--- config.mk ---
export PLATFORM = sky130hd
export DESIGN_NAME = fetch_unit
export DESIGN_NICKNAME = d
export VERILOG_FILES = /design/src/rtl/riscv_pkg.sv /design/src/rtl/fetch_fifo.sv /design/src/rtl/fetch_unit.sv
export SDC_FILE = /design/constraint.sdc
export NUM_CORES = 1
export LEC_CHECK = 0
export ABC_AREA = 1
export ABC_CLOCK_PERIOD_IN_PS = 2200
export CAP_MARGIN = 20
export CORE_MARGIN = 1
export CORE_UTILIZATION = 52
export CTS_CLUSTER_DIAMETER = 200
export DETAILED_ROUTE_END_ITERATION = 10
export GPL_TIMING_DRIVEN = 0
export PLACE_DENSITY = 0.8
export SLEW_MARGIN = 30
export SYNTH_ARGS = -nofsm -noshare
export SYNTH_HDL_FRONTEND = slang
export SYNTH_SLANG_ARGS = --single-unit
--- constraint.sdc ---
create_clock -name clk -period 2.2 [get_ports clk]
set_input_delay 0.55 -clock clk [delete_from_list [all_inputs] [get_ports clk]]
set_output_delay 0.55 -clock clk [all_outputs]
set_load 0.02 [all_outputs]
--- src/rtl/riscv_pkg.sv ---
// Shared constants and types for the front end of the core.
package riscv_pkg;

    localparam int unsigned RV_XLEN    = 32;
    localparam int unsigned INSTR_SIZE = 32;
    localparam logic [31:0] NOP_FETCH  = 32'h0;

    typedef enum logic [1:0] {
        IDLE  = 2'd0,
        WAIT  = 2'd1,
        DRAIN = 2'd2
    } fetch_state_e;

endpackage

--- src/rtl/fetch_fifo.sv ---
// Small synchronous FIFO holding fetched {instr, pc} pairs; flush empties it in one cycle.
module fetch_fifo #(
    parameter int unsigned WIDTH = 64,
    parameter int unsigned DEPTH = 2,
    localparam int unsigned AW   = (DEPTH > 1) ? $clog2(DEPTH) : 1,
    localparam int unsigned CW   = AW + 1
) (
    input  logic             clk,
    input  logic             rst,
    input  logic             push,
    input  logic [WIDTH-1:0] push_data,
    input  logic             pop,
    input  logic             flush,
    output logic [WIDTH-1:0] head_data,
    output logic [CW-1:0]    count
);

    logic [WIDTH-1:0] mem_q [DEPTH];
    logic [WIDTH-1:0] mem_d [DEPTH];
    logic [AW-1:0]    rd_ptr_q, rd_ptr_d;
    logic [AW-1:0]    wr_ptr_q, wr_ptr_d;
    logic [CW-1:0]    count_q, count_d;
    logic             do_push, do_pop;

    // Pointers wrap naturally because DEPTH is a power of two.
    always_comb begin
        do_push  = push && (count_q != CW'(DEPTH)) && !flush;
        do_pop   = pop && (count_q != '0) && !flush;
        mem_d    = mem_q;
        rd_ptr_d = rd_ptr_q;
        wr_ptr_d = wr_ptr_q;
        count_d  = count_q + CW'(do_push) - CW'(do_pop);
        if (do_push) begin
            mem_d[wr_ptr_q] = push_data;
            wr_ptr_d        = wr_ptr_q + AW'(1);
        end
        if (do_pop) begin
            rd_ptr_d = rd_ptr_q + AW'(1);
        end
        if (flush) begin
            rd_ptr_d = '0;
            wr_ptr_d = '0;
            count_d  = '0;
        end
    end

    always_ff @(posedge clk) begin
        if (rst) begin
            for (int i = 0; i < int'(DEPTH); i++) begin
                mem_q[i] <= '0;
            end
            rd_ptr_q <= '0;
            wr_ptr_q <= '0;
            count_q  <= '0;
        end else begin
            mem_q    <= mem_d;
            rd_ptr_q <= rd_ptr_d;
            wr_ptr_q <= wr_ptr_d;
            count_q  <= count_d;
        end
    end

    assign head_data = mem_q[rd_ptr_q];
    assign count     = count_q;

endmodule

--- src/rtl/fetch_unit.sv ---
// Instruction fetch stage: single-outstanding imem requests, small instruction buffer,
// redirect flush with a one-cycle chng2nop pulse to the control unit.
module fetch_unit
    import riscv_pkg::*;
#(
    parameter int unsigned     XLEN       = RV_XLEN,
    parameter logic [XLEN-1:0] RESET_PC   = '0,
    parameter int unsigned     FIFO_DEPTH = 2
) (
    input  logic            clk,
    input  logic            rst,
    input  logic            stall,
    input  logic            pc_en,
    input  logic            redirect_valid,
    input  logic [XLEN-1:0] redirect_pc,
    output logic            imem_req,
    output logic [XLEN-1:0] imem_addr,
    input  logic            imem_ack,
    input  logic            imem_rvalid,
    input  logic [XLEN-1:0] imem_rdata,
    output logic [XLEN-1:0] instr_out,
    output logic [XLEN-1:0] pc_out,
    output logic            instr_valid,
    output logic            chng2nop
);

    localparam int unsigned CW = $clog2(FIFO_DEPTH) + 1;

    fetch_state_e    state_q, state_d;
    logic [XLEN-1:0] fetch_pc_q, fetch_pc_d;
    logic [XLEN-1:0] req_pc_q, req_pc_d;
    logic            chng2nop_q, chng2nop_d;
    logic            req_c, issue, push, pop, outstanding;
    logic [CW-1:0]   count;
    logic [2*XLEN-1:0] head_data;

    fetch_fifo #(
        .WIDTH (2 * XLEN),
        .DEPTH (FIFO_DEPTH)
    ) u_fifo (
        .clk       (clk),
        .rst       (rst),
        .push      (push),
        .push_data ({imem_rdata, req_pc_q}),
        .pop       (pop),
        .flush     (redirect_valid),
        .head_data (head_data),
        .count     (count)
    );

    // Issue only with buffer credit, so a returning word always has a slot.
    always_comb begin
        outstanding = (state_q != IDLE);
        req_c       = !rst && (state_q == IDLE) && !redirect_valid
                      && ((count + CW'(outstanding)) < CW'(FIFO_DEPTH));
        issue       = req_c && imem_ack;
        push        = (state_q == WAIT) && imem_rvalid && !redirect_valid;
        pop         = (count != '0) && !stall && pc_en;

        state_d     = state_q;
        fetch_pc_d  = fetch_pc_q;
        req_pc_d    = req_pc_q;
        chng2nop_d  = 1'b0;

        case (state_q)
            IDLE: begin
                if (issue) begin
                    req_pc_d   = fetch_pc_q;
                    fetch_pc_d = fetch_pc_q + XLEN'(4);
                    state_d    = WAIT;
                end
            end
            WAIT: begin
                if (imem_rvalid) state_d = IDLE;
            end
            DRAIN: begin
                if (imem_rvalid) state_d = IDLE;
            end
            default: state_d = IDLE;
        endcase

        // A response landing in the redirect cycle is consumed here, so nothing is left to drain.
        if (redirect_valid) begin
            fetch_pc_d = redirect_pc & ~XLEN'(3);
            chng2nop_d = 1'b1;
            state_d    = (issue || (outstanding && !imem_rvalid)) ? DRAIN : IDLE;
        end
    end

    always_ff @(posedge clk) begin
        if (rst) begin
            state_q    <= IDLE;
            fetch_pc_q <= RESET_PC;
            req_pc_q   <= '0;
            chng2nop_q <= 1'b0;
        end else begin
            state_q    <= state_d;
            fetch_pc_q <= fetch_pc_d;
            req_pc_q   <= req_pc_d;
            chng2nop_q <= chng2nop_d;
        end
    end

    assign imem_req    = req_c;
    assign imem_addr   = fetch_pc_q & ~XLEN'(3);
    assign instr_valid = (count != '0);
    assign instr_out   = instr_valid ? head_data[2*XLEN-1:XLEN] : XLEN'(NOP_FETCH);
    assign pc_out      = instr_valid ? head_data[XLEN-1:0] : '0;
    assign chng2nop    = chng2nop_q;

endmodule

== Word level (Yosys, flattened, before mapping) ==
Cells that the tools add are included.
W data, S select, Z words.

* Register bits: 199
* Input bits: 71
* Output and inout port bits: 99
* Logic and storage cells: 73

* $add $sub $neg: 6
* $lt $le $gt $ge: 4
* Equal/unequal tests: 5
* Multiplexer cells: 17
* Bitwise operators: 2
* Reduce and logical (&&, ||, !) cells: 29

{| class="wikitable"
|+ Operators with widths
! operator !! count
|-
| $mux W64 || 4
|-
| $mux W32 || 5
|-
| $bwmux W128 || 1
|-
| $demux W64 S1 || 1
|-
| $add A32 B3 Y32 const B || 1
|-
| $logic_and A1 B1 Y1 || 14
|-
| $mux W2 || 4
|-
| $reduce_bool A2 Y1 || 4
|-
| $reduce_and A2 Y1 || 3
|-
| $add A2 B1 Y2 || 2
|-
| $ge A2 B2 Y1 const B || 2
|-
| $logic_not A1 Y1 || 4
|-
| $not A1 Y2 || 2
|-
| $pmux W2 S2 || 1
|-
| $reduce_or A2 Y1 || 2
|-
| $ne A3 B1 Y1 const B || 1
|-
| $ne A3 B3 Y1 const B || 1
|-
| $add A1 B1 Y1 const B || 2
|-
| $eq A2 B1 Y1 const B || 1
|-
| $eq A2 B2 Y1 const B || 1
|-
| $logic_not A2 Y1 || 1
|-
| $lt A2 B1 Y1 const B || 1
|-
| $lt A2 B2 Y1 const B || 1
|-
| $ne A2 B2 Y1 const B || 1
|-
| other kinds (3) || 3
|}

== Logic depth before layout (Yosys ltp) ==
Gate-level depths: netlist (run 1).

* Depth after elaboration: 8
* Mapped depth: 13
* Depth with buffers taken out: 12

== Cells and area by module ==
From an unflattened synthesis (run 1), not the netlist that was laid out.

* Cells, all modules: 1902
* Area, all modules: 11198.2 um2

{| class="wikitable"
|+ Modules (own cells, without submodules)
! module !! instances !! cells each !! area an instance (um2) !! sequential area each (um2)
|-
| fetch_fifo || 1 || 1208 || 7198.2 || 2642.5
|-
| fetch_unit || 1 || 694 || 4000.1 || 1261.2
|}

== Worst setup path before layout (run 1) ==
Ideal clock, no wire load.

* Path type: register -> output
* From: register u_fifo.count_q[1], in the netlist u_fifo.count[1]
* To: output port pc_out[22]
* Data arrival time: 1450 ps
* Data required time: 1650 ps
* Path slack: 200 ps
* Cell stages (with the launch flop): 6
* Path buffers: 1
* Cells stage by stage: dfxtp_1 > nor2_1 > inv_1 > clkbuf_1 > o21ai_0 > a21oi_1

* Cells in the longest elaborated chain, start to end: 2

{| class="wikitable"
|+ RTL lines
! what !! RTL line !! text
|-
| from (decl) || fetch_fifo.sv:22 || <nowiki>logic [CW-1:0] count_q, count_d;</nowiki>
|-
| from (signal assigned) || fetch_fifo.sv:59 || <nowiki>count_q <= count_d;</nowiki>
|-
| $reduce_bool A2 Y1 || fetch_unit.sv:106 || <nowiki>assign instr_valid = (count != '0);</nowiki>
|-
| via instr_valid || fetch_unit.sv:23 || <nowiki>output logic instr_valid,</nowiki>
|-
| $mux W32 || fetch_unit.sv:108 || <nowiki>assign pc_out = instr_valid ? head_data[XLEN-1:0] : '0;</nowiki>
|-
| to (decl) || fetch_unit.sv:22 || <nowiki>output logic [XLEN-1:0] pc_out,</nowiki>
|}

The timed path passes the listed nets, and every way through them passes these cells.

== Worst setup path in the final report (run 1) ==
* From: register u_fifo.count_q[0], in the netlist u_fifo.count[0]
* To: output port instr_out[2]

* Cells in the longest elaborated chain, start to end: 2

{| class="wikitable"
|+ RTL lines
! what !! RTL line !! text
|-
| $reduce_bool A2 Y1 || fetch_unit.sv:106 ||
|-
| $mux W32 || fetch_unit.sv:107 || <nowiki>assign instr_out = instr_valid ? head_data[2*XLEN-1:XLEN] : XLEN'(NOP_FETCH);</nowiki>
|-
| to (decl) || fetch_unit.sv:21 || <nowiki>output logic [XLEN-1:0] instr_out,</nowiki>
|}

Every way passes these cells.

==> metrics.txt, run 1 <==
cell chain of the critical path nor2_4 > clkinvlp_4 > buf_8 > o21ai_2 > a21oi_1 > buf_2; Worst-Margin Slew 0.667 ns; Die ar. 17500 µm²; post-synthesis xor/xnor area fraction 0.795%; failing checks setup timing; largest net degree at the start of global routing 17; Worst path max stage delay 0.35 ns; Skew-Pair Late Insertion Delay 0.44 ns; critical path depth in cells 6; # Max-Cap Violations 0; worst-path fanout max 5; PD cells 656 nW/µm²; I/O pin total 170; Clock Skew 0.00585 ns; Finished Cell Area 11400 µm²; Layout area overhead 29.0%; Hold-fix buffers, CTS 0; # setup viols final 14; Top delay family on crit path buffers and inverters; Worst Hold Class flop to flop; worst r2r src state_q[1]; Vias 9159; crit path buf inv count 3; FF-to-FF End u_fifo.mem_q[71]; leakage power 4.31 nW; hold depth 2; main combinational cell family by area after synthesis compound AO/OA/AOI/OAI gates; row count 47; first-pass GRT wire length 41200 µm; H-Tree Depth 4; core area 16600 µm²; nets 1537; WHS Endpoint u_fifo.mem_q[35]; Unique masters post-synth 31; antenna violations before repair 0; Initial Util 53.1%; min setup slack post-route -0.0446 ns; post-synthesis adder-cell area fraction 0.852%; RSZ-0062 raised after global routing true; mean post-synth cell area 6.94 µm²; max-slew violations 0; drt first pass iters 5; DRC errors left 0; register bit total from synthesis 191; DR WL/cell 15.2 µm; Simple-Gate Fraction of Synth Area 22.1%; Slew HR 55.6%; I/O Buffers 161; cell type with the largest total area after synthesis dfxtp_1; Synthesis Warnings 0; Compound-Gate Fraction of Synth Area 22.6%; cell with the largest stage delay on the worst path dfxtp_4; Worst IR Drop VDD 0.590 mV; kind of critical path flop to output pin; grt ovf 0; First DRT Iteration DRCs 540; startpoint types flop; share of the synthesized area in the top cell type 43.4%; sequential area share after synthesis 43.4%; Post-Synthesis Cells 1270; Post-Route Utilization 68.5%; Worst EP arrival 1.69 ns; Num Clock Sinks 191; total track usage 29.5%; crit share post-route 102%; R2R setup slack 0.25 ns; clk buf depth 2; Mapped Area 8810 µm²; placed cell area 10700 µm²; multiplexer share of the synthesized area 0%; FMAX 0.446 GHz; root buf cell clkbuf_16; R2R cell count 10; CP Capture Type output pin; # diodes 0; share of cells above drive strength 1 14.2%; GP Congestion 0.896; WHS 0.452 ns; status finished with violations; WL final 25800 µm; Die X-Extent 132 µm; synth top area cells dfxtp_1, a21oi_1, nand2_1; Detailed Place HPWL 17900 µm; total CTS buffers 17; Final ANT Viol Nets 0; vias in the first global route 8405; die height 132 µm; Critical Path RT 1.65 ns; CTS tree built; Pwr Total 0.00745 W; Hold Startpoint u_fifo.mem_q[35]; final hold viol count 0; crit path time final 2.24 ns; clock slew seen by the registers of the worst setup and hold paths 0.07 ns; vias per cell 5.42
-- per-stage QoR --
stage	setup TNS, ns	setup slack, ns	instances
6_report	-0.392	-0.0446	1691
5_1_grt	-3.15	-0.117	1691
4_1_cts	-0.468	-0.0623	1690
3_5_place_dp	-54.00	-0.567	1654
3_3_place_gp	-52.47	-0.554	1654
2_1_floorplan	0	0.200	1273
-- synth_stat cells --
cell / count
nand2_1: 230
a21oi_1: 222
dfxtp_1: 191
o21ai_0: 163
nand3_1: 119
inv_1: 115
nor2_1: 89
clkbuf_1: 62
buf_2: 19
buf_6: 6
ha_1: 6
a21boi_1: 5
buf_4: 5
inv_2: 5
xnor2_1: 5
nand2_2: 4
and2_1: 3
nor2_2: 3
nor2_4: 3
xor2_1: 3
or2_2: 2
a21oi_2: 1
buf_1: 1
conb_1: 1
inv_4: 1
nand3_2: 1
nand3_4: 1
nand4_4: 1
o211ai_1: 1
o21a_1: 1
o21ai_1: 1
-- layout by cell type (no fill, tap or decap), types with 5 or more instances in the layout --
cell type / netlist / layout
clkdlybuf4s50_1: 0 / 97
o21ai_0: 163 / 144
nand3_1: 119 / 119
nand2_1: 230 / 229
dfxtp_1: 191 / 186
buf_2: 19 / 64
clkbuf_1: 62 / 44
buf_6: 6 / 11
inv_2: 5 / 6
o21ai_2: 0 / 13
xnor2_1: 5 / 5
a21boi_1: 5 / 5
a21oi_1: 222 / 211
a21oi_2: 1 / 12
buf_4: 5 / 26
nand2_2: 4 / 5
inv_1: 115 / 112
o21ai_1: 1 / 5
clkbuf_8: 0 / 7
nor2_1: 89 / 88
ha_1: 6 / 5
clkbuf_2: 0 / 6
clkbuf_16: 0 / 17
clkbuf_4: 0 / 7
-- what timing repair did --
action | 4_1_cts | 5_1_grt
endpoints found under the setup margin | 64 | 66
pin swaps | 2 | 1
cloned | 4 | 0
setup buffers | 3 | 1
gates resized for setup | 364 | 27
-- worst register-to-register path: stages, from the launching register on --
cell and delay, ns:
dfxtp_2 0.33, inv_2 0.08, ha_1 0.15, nand2_1 0.04
nor2_1 0.13, nand2_1 0.14, inv_2 0.21, nand2_1 0.30
buf_2 0.30, nand2_1 0.08, a21oi_1 0.06
-- metal layers --
metal / vias up / track usage, % / routed length [µm]
li1: 4553 / - / -
met1: 4190 / 39.1 / 11100
met2: 373 / 48.0 / 12100
met3: 43 / 4.42 / 1950
met4: 0 / 12.4 / 659
met5: - / 0 / 0
-- cells by family (layout without fill, tap and decap cells) --
family                     Yosys count  after routing
other                                1              4
adders and majority gates            6              6
buffers and inverters              214            412
AOI/OAI and AO/OA                  394            394
and+or+nand+nor                    456            456
xor gates and xnor gates             8              8
DFF                                191            191
-- report_power, final --
| group | switching [W] | leakage, nW | internal (W) | total, W |
|---|---|---|---|---|
| Clock | 0.00131 | 0.282 | 0.00184 | 0.00315 |
| Combinational | 0.000371 | 2.48 | 0.000303 | 0.000674 |
| Sequential | 0.0000928 | 1.55 | 0.00353 | 0.00362 |
| Total | 0.00178 | 4.31 | 0.00567 | 0.00745 |
-- state kept, by name, indices dropped and copies added (netlist names) --
name             cells
u_fifo.wr_ptr_q      1
chng2nop             1
u_fifo.count         2
fetch_pc_q          30
u_fifo.rd_ptr_q      1
u_fifo.mem_q       124
req_pc_q            30
state_q              2
-- worst max-delay path by stage --
stage                                from             to
after floorplan           u_fifo.count[1]     pc_out[22]
after global placement    u_fifo.rd_ptr_q     pc_out[18]
after detailed placement  u_fifo.rd_ptr_q     pc_out[21]
after CTS                 u_fifo.count[1]  instr_out[10]
after global routing      u_fifo.count[0]     pc_out[31]
final                     u_fifo.count[0]   instr_out[2]
-- final cells by class --
type | instances | area (µm²)
buffer | 92 | 532
clock buffer | 21 | 460
clock inverter | 9 | 135
fill | 1459 | 5220
inverter | 121 | 462
multi-input combinational | 868 | 4240
sequential | 191 | 3830
tap | 220 | 275
timing repair buffer | 168 | 1420
timing repair inverter | 1 | 7.51
Note: power is estimated with default switching activity, not from simulation.
==> run 2: changes to the inputs <==
--- a/config.mk
+++ b/config.mk
@@ -6,14 +6,14 @@
 export NUM_CORES = 1
 export LEC_CHECK = 0
 export ABC_AREA = 1
-export ABC_CLOCK_PERIOD_IN_PS = 2200
+export ABC_CLOCK_PERIOD_IN_PS = 2700
 export CAP_MARGIN = 20
 export CORE_MARGIN = 1
-export CORE_UTILIZATION = 52
+export CORE_UTILIZATION = 56
 export CTS_CLUSTER_DIAMETER = 200
 export DETAILED_ROUTE_END_ITERATION = 10
 export GPL_TIMING_DRIVEN = 0
-export PLACE_DENSITY = 0.8
+export PLACE_DENSITY = 0.85
 export SLEW_MARGIN = 30
 export SYNTH_ARGS = -nofsm -noshare
 export SYNTH_HDL_FRONTEND = slang
==> constraint.sdc (replaced) <==
create_clock -name clk -period 2.7 [get_ports clk]
set_input_delay 0.675 -clock clk [delete_from_list [all_inputs] [get_ports clk]]
set_output_delay 0.675 -clock clk [all_outputs]
set_load 0.02 [all_outputs]
==> metrics.txt, run 2 (synthesis gave the netlist of run 1 again) <==
clk buf depth 2 (unchanged); Die ar. 16200 µm² (-7.0%); # Post-CTS Setup Buffers 0 (-3); most common cell after layout, fill and taps aside nand2_1; First DRT Iteration DRCs 777 (+44%); crit path buf inv count 3 (unchanged); first-pass GRT wire length 40100 µm (-2.6%); share of cells above drive strength 1 9.49% (-4.7 points); Worst setup endpoint pc_out[22]; crit share post-route 97.4%; critical path depth in cells 6 (unchanged); cell with the largest stage delay on the worst path dfxtp_1; DRC errors left 0 (unchanged); Clock Skew 0.0105 ns (+0.00469 ns); Worst-Margin Slew 0.647 ns (-0.0200 ns); DR WL/cell 14.8 µm (-2.6%); FMAX 0.380 GHz; kind of critical path flop to output pin; placed cell area 10700 µm² (-0.11%); WHS 0.452 ns (+0.0000920 ns); Num Clock Sinks 191 (unchanged); clock slew seen by the registers of the worst setup and hold paths 0.07 ns (about the same); root buf cell clkbuf_16; Biggest register u_fifo.mem_q; H-Tree Depth 4 (unchanged); PD cells 551 nW/µm² (-16%); worst-path fanout max 10 (+5); fill count 1260 (-14%); R2R setup slack 0.73 ns (+0.48 ns); final hold viol count 0 (unchanged); worst r2r src state_q[1]; Layout area overhead 27.2%; R2R cell count 10 (unchanged); non-filler instance count after layout 1676 (-0.89%); status completed; row count 45 (-4.3%); total CTS buffers 17 (unchanged); WL final 24900 µm (-3.5%); Post-Route Utilization 73.4% (+4.9 points); I/O Buffers 161 (unchanged); Finished Cell Area 11200 µm² (-1.4%); Initial Util 57.7% (+4.6 points); crit path time final 2.63 ns; nets 1529 (-0.52%); cell chain of the critical path nor2_1 > inv_2 > clkbuf_4 > o21ai_0 > a21oi_1 > clkdlybuf4s15_2; min setup slack post-route 0.0702 ns (+0.115 ns); drt first pass iters 6 (+1); die height 127 µm (-3.6%); Final ANT Viol Nets 0 (unchanged); core area 15300 µm² (-8.0%); RSZ-0062 raised after global routing true; CTS tree built; Vias 9115 (-0.48%); antenna violations before repair 0 (unchanged); Hold-fix buffers, CTS 0 (unchanged); post-placement cell count 1645 (-0.54%); total track usage 30.9% (+1.4 points); FF-to-FF End u_fifo.mem_q[70]; Die X-Extent 127 µm (-3.6%); CP Capture Type output pin; Top delay family on crit path buffers and inverters; # diodes 0 (unchanged); startpoint types flop; Skew-Pair Late Insertion Delay 0.44 ns (about the same); max reg flops 124 (unchanged); Worst EP arrival 1.95 ns (+0.26 ns); GP Congestion 0.893 (-0.35%); Hold Startpoint u_fifo.mem_q[37]; commonest cells after routing, fill and taps aside nand2_1, a21oi_1, dfxtp_1, o21ai_0, nand3_1; Top Registers u_fifo.mem_q x124, fetch_pc_q x30, req_pc_q x30; # setup viols final 0 (-14); Slew HR 56.9% (+1.3 points); vias in the first global route 8298 (-1.3%); # Max-Cap Violations 0 (unchanged); largest net degree at the start of global routing 19 (+2); Worst IR Drop VDD 0.491 mV (-17%); Detailed Place HPWL 17700 µm (-1.2%); Worst Hold Class flop to flop; Worst path max stage delay 0.39 ns (+0.04 ns); I/O pin total 170 (unchanged); leakage power 4.25 nW (-1.6%); max-slew violations 0 (unchanged); Critical Path RT 2.03 ns (+0.38 ns); grt ovf 0 (unchanged); vias per cell 5.44 (+0.41%); Place WS -0.218 ns (+0.349 ns); CP Launch Point u_fifo.count[0]
run 2: worst min-delay path by stage:
stage | endpoint | slack [ns] | cells past startpoint
after floorplan | u_fifo.mem_q[10] | 0.43 | 2
after global placement | u_fifo.mem_q[60] | 0.44 | 2
after detailed placement | u_fifo.mem_q[3] | 0.44 | 2
after CTS | u_fifo.mem_q[21] | 0.45 | 2
after global routing | u_fifo.mem_q[21] | 0.47 | 2
final | u_fifo.mem_q[37] | 0.45 | 2
run 2: per-stage QoR:
step	total power, W	setup TNS (ns)
final	0.00617	0
after global placement	0.00353	-6.86
after global routing	0.00633	-0.107
after floorplan	0.00328	0
after CTS	0.00616	0
after detailed placement	0.00354	-8.88
run 2: timing repair:
item,in CTS,in global routing
pin swaps,0,0
endpoints found under the setup margin,64,60
gates resized for setup,99,81
hold endpoints to repair,0,0
run 2: where the power goes:
group | switching, W | internal, W | total [W]
sequential | 0.0000733 | 0.00288 | 0.00295
combinational | 0.000299 | 0.000240 | 0.000539
clock | 0.00119 | 0.00149 | 0.00268
run 2: routing by layer:
| layer | routed length (µm) | up-vias | global-route usage [%] |
|---|---|---|---|
| met5 | 0 | - | 0 |
| met4 | 443 | 0 | 10.9 |
| met3 | 1870 | 35 | 4.44 |
| met2 | 11900 | 394 | 51.7 |
| met1 | 10700 | 4147 | 40.8 |
| li1 | - | 4539 | - |
run 2: layout make-up:
class,count,area [µm²],area share (%)
Buffer,92,468,4.18
Clock buffer,17,425,3.80
Clock inverter,15,200,1.79
Inverter,121,457,4.08
Multi-Input combinational cell,868,4110,36.7
Sequential cell,191,3830,34.2
Tap cell,211,264,2.36
Timing Repair Buffer,161,1450,13.0
run 2: worst reg2reg max path, cell delays in order, from the launching register on:
cell     delay, ns
dfxtp_1       0.31
inv_1         0.09
ha_1          0.15
nand2_1       0.05
nor2_1        0.13
nand2_1       0.14
inv_2         0.21
nand2_1       0.30
buf_2         0.30
nand2_1       0.09
a21oi_1       0.06
==> run 3: changes to the inputs <==
--- a/config.mk
+++ b/config.mk
@@ -10,7 +10,7 @@
 export CAP_MARGIN = 20
 export CORE_MARGIN = 1
 export CORE_UTILIZATION = 56
-export CTS_CLUSTER_DIAMETER = 200
+export CTS_CLUSTER_DIAMETER = 50
 export DETAILED_ROUTE_END_ITERATION = 10
 export GPL_TIMING_DRIVEN = 0
 export PLACE_DENSITY = 0.85
==> results of run 3 <==
No change in the layout: final DEF, timing and power equal those of run 2.
